[config.mk]
export PLATFORM = sky130hd
export DESIGN_NAME = emu_time_mgr_flat
export DESIGN_NICKNAME = d
export VERILOG_FILES = /design/src/rtl/emu_time_mgr_pkg.sv /design/src/rtl/emu_time_mgr_if.sv /design/src/rtl/emu_time_mgr_dt_min_tree.sv /design/src/rtl/emu_time_mgr.sv /design/src/flat_wrapper.sv
export SDC_FILE = /design/constraint.sdc
export NUM_CORES = 1
export LEC_CHECK = 0
export CORE_UTILIZATION = 51
export DETAILED_ROUTE_END_ITERATION = 10
export HOLD_SLACK_MARGIN = 0.12
export PLACE_DENSITY = 0.92
export SYNTH_ARGS = -nofsm -noshare
export SYNTH_HDL_FRONTEND = slang
export SYNTH_SLANG_ARGS = --single-unit
[constraint.sdc]
create_clock -name emu_clk -period 11.8 [get_ports emu_clk]
set_clock_uncertainty 0.05 [all_clocks]
set_input_delay 2.36 -clock emu_clk [delete_from_list [all_inputs] [get_ports emu_clk]]
set_output_delay 2.36 -clock emu_clk [all_outputs]
set_load 0.1 [all_outputs]
[src/rtl/emu_time_mgr_pkg.sv]
// Shared emulation-timestep constants and types.
// The emulation controller imports this package too.
package emu_time_pkg;

    localparam int unsigned DT_WIDTH_DEF    = 27;
    localparam int unsigned TIME_WIDTH_DEF  = 39;
    localparam int unsigned STEP_WIDTH_DEF  = 32;
    localparam int unsigned STALL_WIDTH_DEF = 16;

    typedef logic [DT_WIDTH_DEF-1:0]   dt_t;
    typedef logic [TIME_WIDTH_DEF-1:0] time_t;

    // All-ones dt lets time run freely; zero dt halts time.
    localparam dt_t DT_FREE_RUN = '1;
    localparam dt_t DT_STOP     = '0;

endpackage

[src/rtl/emu_time_mgr_if.sv]
// Timestep bus between the dt producers/controller and the time manager.
// The master side drives the requests; the slave side returns grant and time.
interface emu_time_mgr_if
    import emu_time_pkg::*;
#(
    parameter int unsigned N_REQ      = 4,
    parameter int unsigned DT_WIDTH   = DT_WIDTH_DEF,
    parameter int unsigned TIME_WIDTH = TIME_WIDTH_DEF,
    parameter int unsigned STEP_WIDTH = STEP_WIDTH_DEF
);

    logic [N_REQ*DT_WIDTH-1:0] emu_dt_req;
    logic [DT_WIDTH-1:0]       emu_dt;
    logic [TIME_WIDTH-1:0]     emu_time;
    logic [STEP_WIDTH-1:0]     emu_step_cnt;
    logic                      emu_stalled;
    logic                      emu_time_sat;

    modport master (
        output emu_dt_req,
        input  emu_dt,
        input  emu_time,
        input  emu_step_cnt,
        input  emu_stalled,
        input  emu_time_sat
    );

    modport slave (
        input  emu_dt_req,
        output emu_dt,
        output emu_time,
        output emu_step_cnt,
        output emu_stalled,
        output emu_time_sat
    );

endinterface

[src/rtl/emu_time_mgr_dt_min_tree.sv]
// Combinational balanced binary minimum over N_REQ packed dt requests.
// An odd leftover node at any level passes straight up to the next level.
module emu_dt_min_tree #(
    parameter int unsigned N_REQ    = 4,
    parameter int unsigned DT_WIDTH = 27
) (
    input  logic [N_REQ*DT_WIDTH-1:0] dt_req,
    output logic [DT_WIDTH-1:0]       dt_min
);

    function automatic int unsigned lvl_cnt(input int unsigned n, input int unsigned l);
        int unsigned c;
        c = n;
        for (int unsigned k = 0; k < l; k++) c = (c + 1) / 2;
        return c;
    endfunction

    function automatic int unsigned lvl_base(input int unsigned n, input int unsigned l);
        int unsigned b;
        b = 0;
        for (int unsigned k = 0; k < l; k++) b = b + lvl_cnt(n, k);
        return b;
    endfunction

    localparam int unsigned LEVELS = $clog2(N_REQ);
    localparam int unsigned N_NODE = lvl_base(N_REQ, LEVELS + 1);

    // All levels share one flat node array; level l starts at lvl_base(N_REQ, l).
    logic [DT_WIDTH-1:0] node [N_NODE];

    for (genvar i = 0; i < N_REQ; i++) begin : g_leaf
        assign node[i] = dt_req[i*DT_WIDTH +: DT_WIDTH];
    end

    for (genvar l = 1; l <= LEVELS; l++) begin : g_lvl
        localparam int unsigned PCNT  = lvl_cnt(N_REQ, l - 1);
        localparam int unsigned PBASE = lvl_base(N_REQ, l - 1);
        localparam int unsigned CNT   = lvl_cnt(N_REQ, l);
        localparam int unsigned BASE  = lvl_base(N_REQ, l);
        for (genvar i = 0; i < CNT; i++) begin : g_node
            if (2*i + 1 < PCNT) begin : g_pair
                assign node[BASE+i] = (node[PBASE+2*i] < node[PBASE+2*i+1])
                                    ? node[PBASE+2*i] : node[PBASE+2*i+1];
            end else begin : g_odd
                assign node[BASE+i] = node[PBASE+2*i];
            end
        end
    end

    assign dt_min = node[N_NODE-1];

endmodule

[src/rtl/emu_time_mgr.sv]
// Global timestep arbiter: grants the minimum dt request and keeps the
// emulation time, executed-step and stall bookkeeping.
module emu_time_mgr
    import emu_time_pkg::*;
#(
    parameter int unsigned N_REQ       = 4,
    parameter int unsigned DT_WIDTH    = DT_WIDTH_DEF,
    parameter int unsigned TIME_WIDTH  = TIME_WIDTH_DEF,
    parameter int unsigned STEP_WIDTH  = STEP_WIDTH_DEF,
    parameter int unsigned STALL_WIDTH = STALL_WIDTH_DEF,
    parameter int unsigned STALL_THR   = 1024
) (
    input  logic           emu_clk,
    input  logic           emu_rst,
    emu_time_mgr_if.slave  tm
);

    localparam logic [STALL_WIDTH-1:0] STALL_LIM = STALL_WIDTH'(STALL_THR);

    logic [DT_WIDTH-1:0]    dt_min;
    logic [DT_WIDTH-1:0]    dt_grant;
    logic                   dt_nz;
    logic [TIME_WIDTH:0]    time_sum;
    logic [TIME_WIDTH-1:0]  time_q;
    logic                   time_sat_q;
    logic [STEP_WIDTH-1:0]  step_q;
    logic [STALL_WIDTH-1:0] stall_q;
    logic [STALL_WIDTH-1:0] stall_nxt;
    logic                   stalled_q;

    emu_dt_min_tree #(
        .N_REQ    (N_REQ),
        .DT_WIDTH (DT_WIDTH)
    ) u_min_tree (
        .dt_req (tm.emu_dt_req),
        .dt_min (dt_min)
    );

    // Producers consume the grant in the same cycle, so it stays combinational.
    always_comb begin
        dt_grant = emu_rst ? '0 : dt_min;
        dt_nz    = |dt_grant;
        time_sum = {1'b0, time_q} + {{(TIME_WIDTH + 1 - DT_WIDTH){1'b0}}, dt_grant};
    end

    always_comb begin
        stall_nxt = stall_q;
        if (dt_nz) begin
            stall_nxt = '0;
        end else if (stall_q != STALL_LIM) begin
            stall_nxt = stall_q + 1'b1;
        end
    end

    always_ff @(posedge emu_clk) begin
        if (emu_rst) begin
            time_q     <= '0;
            time_sat_q <= 1'b0;
            step_q     <= '0;
            stall_q    <= '0;
            stalled_q  <= 1'b0;
        end else begin
            // A carry out of the adder pins time at all-ones for good.
            if (time_sum[TIME_WIDTH]) begin
                time_q     <= '1;
                time_sat_q <= 1'b1;
            end else begin
                time_q <= time_sum[TIME_WIDTH-1:0];
            end
            if (dt_nz) begin
                step_q <= step_q + 1'b1;
            end
            stall_q   <= stall_nxt;
            stalled_q <= (stall_nxt == STALL_LIM);
        end
    end

    assign tm.emu_dt       = dt_grant;
    assign tm.emu_time     = time_q;
    assign tm.emu_step_cnt = step_q;
    assign tm.emu_stalled  = stalled_q;
    assign tm.emu_time_sat = time_sat_q;

endmodule

[src/flat_wrapper.sv]
// flat-port wrapper written by rule: the top's interface ports become plain ports
module emu_time_mgr_flat import emu_time_pkg::*;
#(
    parameter int unsigned N_REQ       = 4,
    parameter int unsigned DT_WIDTH    = DT_WIDTH_DEF,
    parameter int unsigned TIME_WIDTH  = TIME_WIDTH_DEF,
    parameter int unsigned STEP_WIDTH  = STEP_WIDTH_DEF,
    parameter int unsigned STALL_WIDTH = STALL_WIDTH_DEF,
    parameter int unsigned STALL_THR   = 1024
)
  (emu_clk, emu_rst, tm_emu_dt_req, tm_emu_dt, tm_emu_time, tm_emu_step_cnt, tm_emu_stalled, tm_emu_time_sat);
  emu_time_mgr_if #(.N_REQ(N_REQ), .DT_WIDTH(DT_WIDTH), .TIME_WIDTH(TIME_WIDTH), .STEP_WIDTH(STEP_WIDTH)) tm_i ();
  input  logic emu_clk;
  input  logic emu_rst;
  input wire logic [$bits(tm_i.emu_dt_req)-1:0] tm_emu_dt_req;
  output wire logic [$bits(tm_i.emu_dt)-1:0] tm_emu_dt;
  output wire logic [$bits(tm_i.emu_time)-1:0] tm_emu_time;
  output wire logic [$bits(tm_i.emu_step_cnt)-1:0] tm_emu_step_cnt;
  output wire logic [$bits(tm_i.emu_stalled)-1:0] tm_emu_stalled;
  output wire logic [$bits(tm_i.emu_time_sat)-1:0] tm_emu_time_sat;
  assign tm_i.emu_dt_req = tm_emu_dt_req;
  assign tm_emu_dt = tm_i.emu_dt;
  assign tm_emu_time = tm_i.emu_time;
  assign tm_emu_step_cnt = tm_i.emu_step_cnt;
  assign tm_emu_stalled = tm_i.emu_stalled;
  assign tm_emu_time_sat = tm_i.emu_time_sat;
  emu_time_mgr #(.N_REQ(N_REQ), .DT_WIDTH(DT_WIDTH), .TIME_WIDTH(TIME_WIDTH), .STEP_WIDTH(STEP_WIDTH), .STALL_WIDTH(STALL_WIDTH), .STALL_THR(STALL_THR)) u_core (.emu_clk(emu_clk), .emu_rst(emu_rst), .tm(tm_i));
endmodule
Word-level counts from Yosys, hierarchy flattened
Cells that the tools add are included.
Widths: inputs -> output; s select.
- bits in registers: 89
- bits of input ports: 110
- output and inout bits: 100
- word-level logic and storage cells: 21
- add/sub/neg operators: 3
- magnitude comparators: 3
- equality and inequality tests: 2
- multiplexer cells: 7
- reductions and logical operators: 1
- operator list (operator ; number):
    $mux 27 ; 4
    $lt 27x27->1 ; 3
    $add 39x27->40 ; 1
    $mux 39 ; 1
    $add 32x1->32 const B ; 1
    $mux 16 ; 2
    $reduce_or 27->1 ; 1
    $add 16x1->16 const B ; 1
    $eq 16x11->1 const B ; 1
    $ne 16x11->1 const B ; 1

Logic depth before layout (Yosys ltp)
- word-level depth: 8
- mapped depth: 35
- mapped depth without buffers: 31

Hierarchy
From an unflattened synthesis, not the netlist that was laid out.
- cells, all modules: 1080
- area total of the unflattened synthesis: 8264.2 µm²
- modules (own cells, without submodules) (module ; instances ; cells each ; area an instance (µm²) ; seq. area each (µm²)):
    emu_time_mgr ; 1 ; 673 ; 5402.7 ; 1781.7
    emu_dt_min_tree ; 1 ; 407 ; 2861.5 ; 0.0

Worst setup path before layout
Ideal clock, no wire load.
- path kind: input to register
- from: input tm_emu_dt_req[105]
- to: register u_core.time_q[31] (netlist: u_core.tm.emu_time[31])
- setup time: 71 ps
- arrival: 11213 ps
- data required time: 11679 ps
- setup slack: 467 ps
- cell stages on the path: 31
- path through: inv_1 ha_1 nand4_1 nor4_1 nand2_1 a311oi_1 nor2_1 clkbuf_1 nor2_1 a21oi_1 ha_1 and4_1 nand3_1 or4_4 or3_1 o311a_1 and2_1 clkbuf_1 clkbuf_1 a211oi_1 ha_1 a21oi_1 o211ai_1 o21a_1 o211ai_1 o21ai_0 a211oi_1 nor2_1 nand3_1 clkbuf_1 a21oi_1
- longest elaborated chain between the ends: 7
- RTL lines (item ; RTL line ; source):
    from (decl) ; flat_wrapper.sv:15 ; input wire logic [$bits(tm_i.emu_dt_req)-1:0] tm_emu_dt_req;
    $lt 27x27->1 ; emu_time_mgr_dt_min_tree.sv:42 ; assign node[BASE+i] = (node[PBASE+2*i] < node[PBASE+2*i+1])
    $mux 27 (*) ; emu_time_mgr_dt_min_tree.sv:43 ; ? node[PBASE+2*i] : node[PBASE+2*i+1];
    $lt 27x27->1 ; emu_time_mgr_dt_min_tree.sv:42 ;
    $mux 27 (*) ; emu_time_mgr_dt_min_tree.sv:43 ;
    $mux 27 (*) ; emu_time_mgr.sv:41 ; dt_grant = emu_rst ? '0 : dt_min;
    named net tm_emu_dt[0] ; flat_wrapper.sv:16 ; output wire logic [$bits(tm_i.emu_dt)-1:0] tm_emu_dt;
    $add 39x27->40 (*) ; emu_time_mgr.sv:43 ; time_sum = {1'b0, time_q} + {{(TIME_WIDTH + 1 - DT_WIDTH){1'b0}}, dt_grant};
    $mux 39 (*) ; emu_time_mgr.sv:64 ; if (time_sum[TIME_WIDTH]) begin
    to (signal assigned) ; emu_time_mgr.sv:68 ; time_q <= time_sum[TIME_WIDTH-1:0];
    to (decl) ; emu_time_mgr.sv:24 ; logic [TIME_WIDTH-1:0] time_q;
Mark *: on every way through the listed nets, which the timed path passes. The rest lies on a longest branch.
A chain may end at the register's enable or synchronous reset.

Final worst setup path
- from: input tm_emu_dt_req[105]
- to: output tm_emu_dt[25]
- longest elaborated chain between the ends: 5
- RTL lines (item ; RTL line):
    $lt 27x27->1 ; emu_time_mgr_dt_min_tree.sv:42
    $mux 27 (*) ; emu_time_mgr_dt_min_tree.sv:43
    $lt 27x27->1 ; emu_time_mgr_dt_min_tree.sv:42
    $mux 27 (*) ; emu_time_mgr_dt_min_tree.sv:43
    $mux 27 (*) ; emu_time_mgr.sv:41
    to (decl) ; flat_wrapper.sv:16
Mark *: on every way between the ends. The rest lies on a longest branch, timed or not.

==> metrics.cfg <==
[grt]
overflow=0
grt_pass1_vias=8337
grt_usage=0.309
grt_max_degree=59
antenna_found_initial=0
grt_pass1_wl_um=40700

[synth]
yosys-top-cells-area=dfxtp_1, ha_1, a21oi_1
seq_area_frac_synth=0.221
async_flop_share=0
synth_cells=1127
syn_avg_cell_area_um2=7.16
synth-edff-count=0
yosys_warnings=0
synth_fp_nets=1346
yosys_register_bits=89
synth_ff_type=dfxtp_1
netlist_area_mm2=0.00807
ys_types=52
synth_top_area_share=0.221
yosysTopAreaCell=dfxtp_1

[cts]
hold_buffers=0
clkTransAtPathRegs_ns=0.06
clk_latency_ns=0.34
cts.sinks=89
cts_buffer_depth=2
cts_inserted_buffers=9
post_cts.repair.setup_buffers=0
cts_root_buf=clkbuf_16
cts_resized=0
cts_tree=built
htree_num_levels=3

[layout]
final_common_cell=clkdlybuf4s50_1
syn2layout_area_growth_pct=31.0
nets=1522
drive_gt1_frac=0.0512
layout_common_cells=clkdlybuf4s50_1, a21oi_1, nor2_1
diodes=0

[sta]
finalCritPeriodShare=0.943
clock.fmax_ghz=0.0898
worst_pin_slew_ns=1.15
final-setup-viol-count=0
holdWs_ns=0.437
setup_tns_ns=0
slew_viol_final=0
hold_violations=0
period_needed_ns=11.13
slew_headroom=0.234
rsz0062_at_grt=no

[power_and_ir_drop]
power.leakage_nw=4.37
peakVddDrop_mv=0.173
power.total_mw=1.75
p_per_area_mw_per_mm2=166

[drt]
wl_um=25800
drcViolationCount=0
vias_per_cell=6.01
wl_per_cell_um=17.0
ant_nets=0
num_vias=9136
drtIter0Drc=801
dr.pass1.iters=5

[die]
fp.dieW_um=128
pin_count=210
die_h_um=128
rows=45
die-area_mm2=0.0163
initial_core_util=0.527
core_mm2=0.0153

[setup_path]
crit_fanout=35
cp-start-kind=input port
cpPeakStageDelay_ns=0.94
worstSetupPathType=in -> out
crit_top_cell=nor2_1
arrival_ns=8.72
required_ns=9.39
regToRegSetupSlack_ns=8.00
slowest_stage=nor2_2
crit_path_end_kind=output pin
crit_chain=clkdlybuf4s50_1, inv_1, ha_1, nand4_1, nor2_1, nor3_1, nand4_1, nor2_2, a21oi_1, ha_1, and4_1, nand3_1, or4_4, nor3_1, nand2_1, mux2_2, and2_1, buf_12, nor2_1, a21oi_1, nor2_1, buf_4

[place]
dpl.hpwl_um=20300
io_buffers=209
gp_congestion=0.969

[job]
drv_cap=0

[min_path]
hold_path.class=reg -> reg

[run_status]
status=finished clean

## Yosys cell counts, types with 17 or more instances
cell type  number
a21o_1         17
a21oi_1       170
and3_1         19
clkbuf_1       45
dfxtp_1        89
ha_1          108
inv_1          74
nand2_1        89
nand3_1        38
nand4_1        35
nor2_1        128
nor3_1         20
nor4_1         27
o21ai_0        71
or3_1          18
xnor2_1        26
xor2_1         22
## worst max-delay path: cells and delay by family
kind | cells | cell delay [ns]
adders and majority gates | 2 | 0.70
muxes | 1 | 0.31
and+or+nand+nor | 13 | 3.71
buffers and inverters | 4 | 1.18
AOI/OAI and AO/OA | 2 | 0.44
## flip-flops by register name, indices dropped and copies added, names as in the netlist
register,cells
u_core.tm.emu_step_cnt,32
u_core.tm.emu_time_sat,1
u_core.tm.emu_stalled,1
u_core.tm.emu_time,39
u_core.stall_q,16
## kinds of logic after synthesis
| logic type | after synthesis | synth area share |
|---|---|---|
| muxes | 7 | 0.00915 |
| AOI/OAI and AO/OA | 331 | 0.234 |
| adders and majority gates | 109 | 0.170 |
| and+or+nand+nor | 417 | 0.251 |
| xor gates and xnor gates | 48 | 0.0521 |
| buffers and inverters | 126 | 0.0623 |
| DFF | 89 | 0.221 |
## metal layers
| layer | wire length [um] | track usage | up-vias |
|---|---|---|---|
| met2 | 11900 | 0.528 | 402 |
| met1 | 11000 | 0.390 | 4220 |
| met3 | 1910 | 0.0467 | 75 |
| met4 | 956 | 0.120 | 0 |
| met5 | 0 | 0 | - |
| li1 | - | - | 4439 |
## stage by stage
step                std cells  cell area [um^2]  utilization  setup WS (ns)
global route             1519             10600        0.690          0.115
floorplan                1127              8070            -          0.467
CTS                      1519             10600        0.690          0.829
finish                   1519             10600        0.690          0.668
global placement         1503             10200        0.667          0.840
detailed placement       1503             10200        0.667          0.577
## where the power goes
| part | internal (mW) | total (mW) | leakage (nW) | switching [mW] |
|---|---|---|---|---|
| registers | 0.339 | 0.372 | 0.723 | 0.0330 |
| logic | 0.295 | 1.04 | 3.48 | 0.746 |
| clock network | 0.214 | 0.338 | 0.173 | 0.124 |
| total | 0.848 | 1.75 | 4.37 | 0.903 |
## path summary, 6_finish.rpt
kind / from / to / cells past startpoint
min: u_core.tm.emu_time_sat / u_core.tm.emu_time_sat / 2
max: tm_emu_dt_req[105] / tm_emu_dt[25] / 22
max reg2reg: u_core.tm.emu_time[8] / u_core.tm.emu_time[3] / 11
min reg2reg: u_core.tm.emu_time_sat / u_core.tm.emu_time_sat / 2
## cell type report
class / instances / area, um^2
multi-input combinational: 912 / 5800
fill: 1324 / 4750
timing repair buffer: 217 / 2090
sequential: 89 / 1780
tap: 211 / 264
inverter: 74 / 278
clock buffer: 10 / 239
clock inverter: 6 / 113
Power figures use the tool's default switching activity.
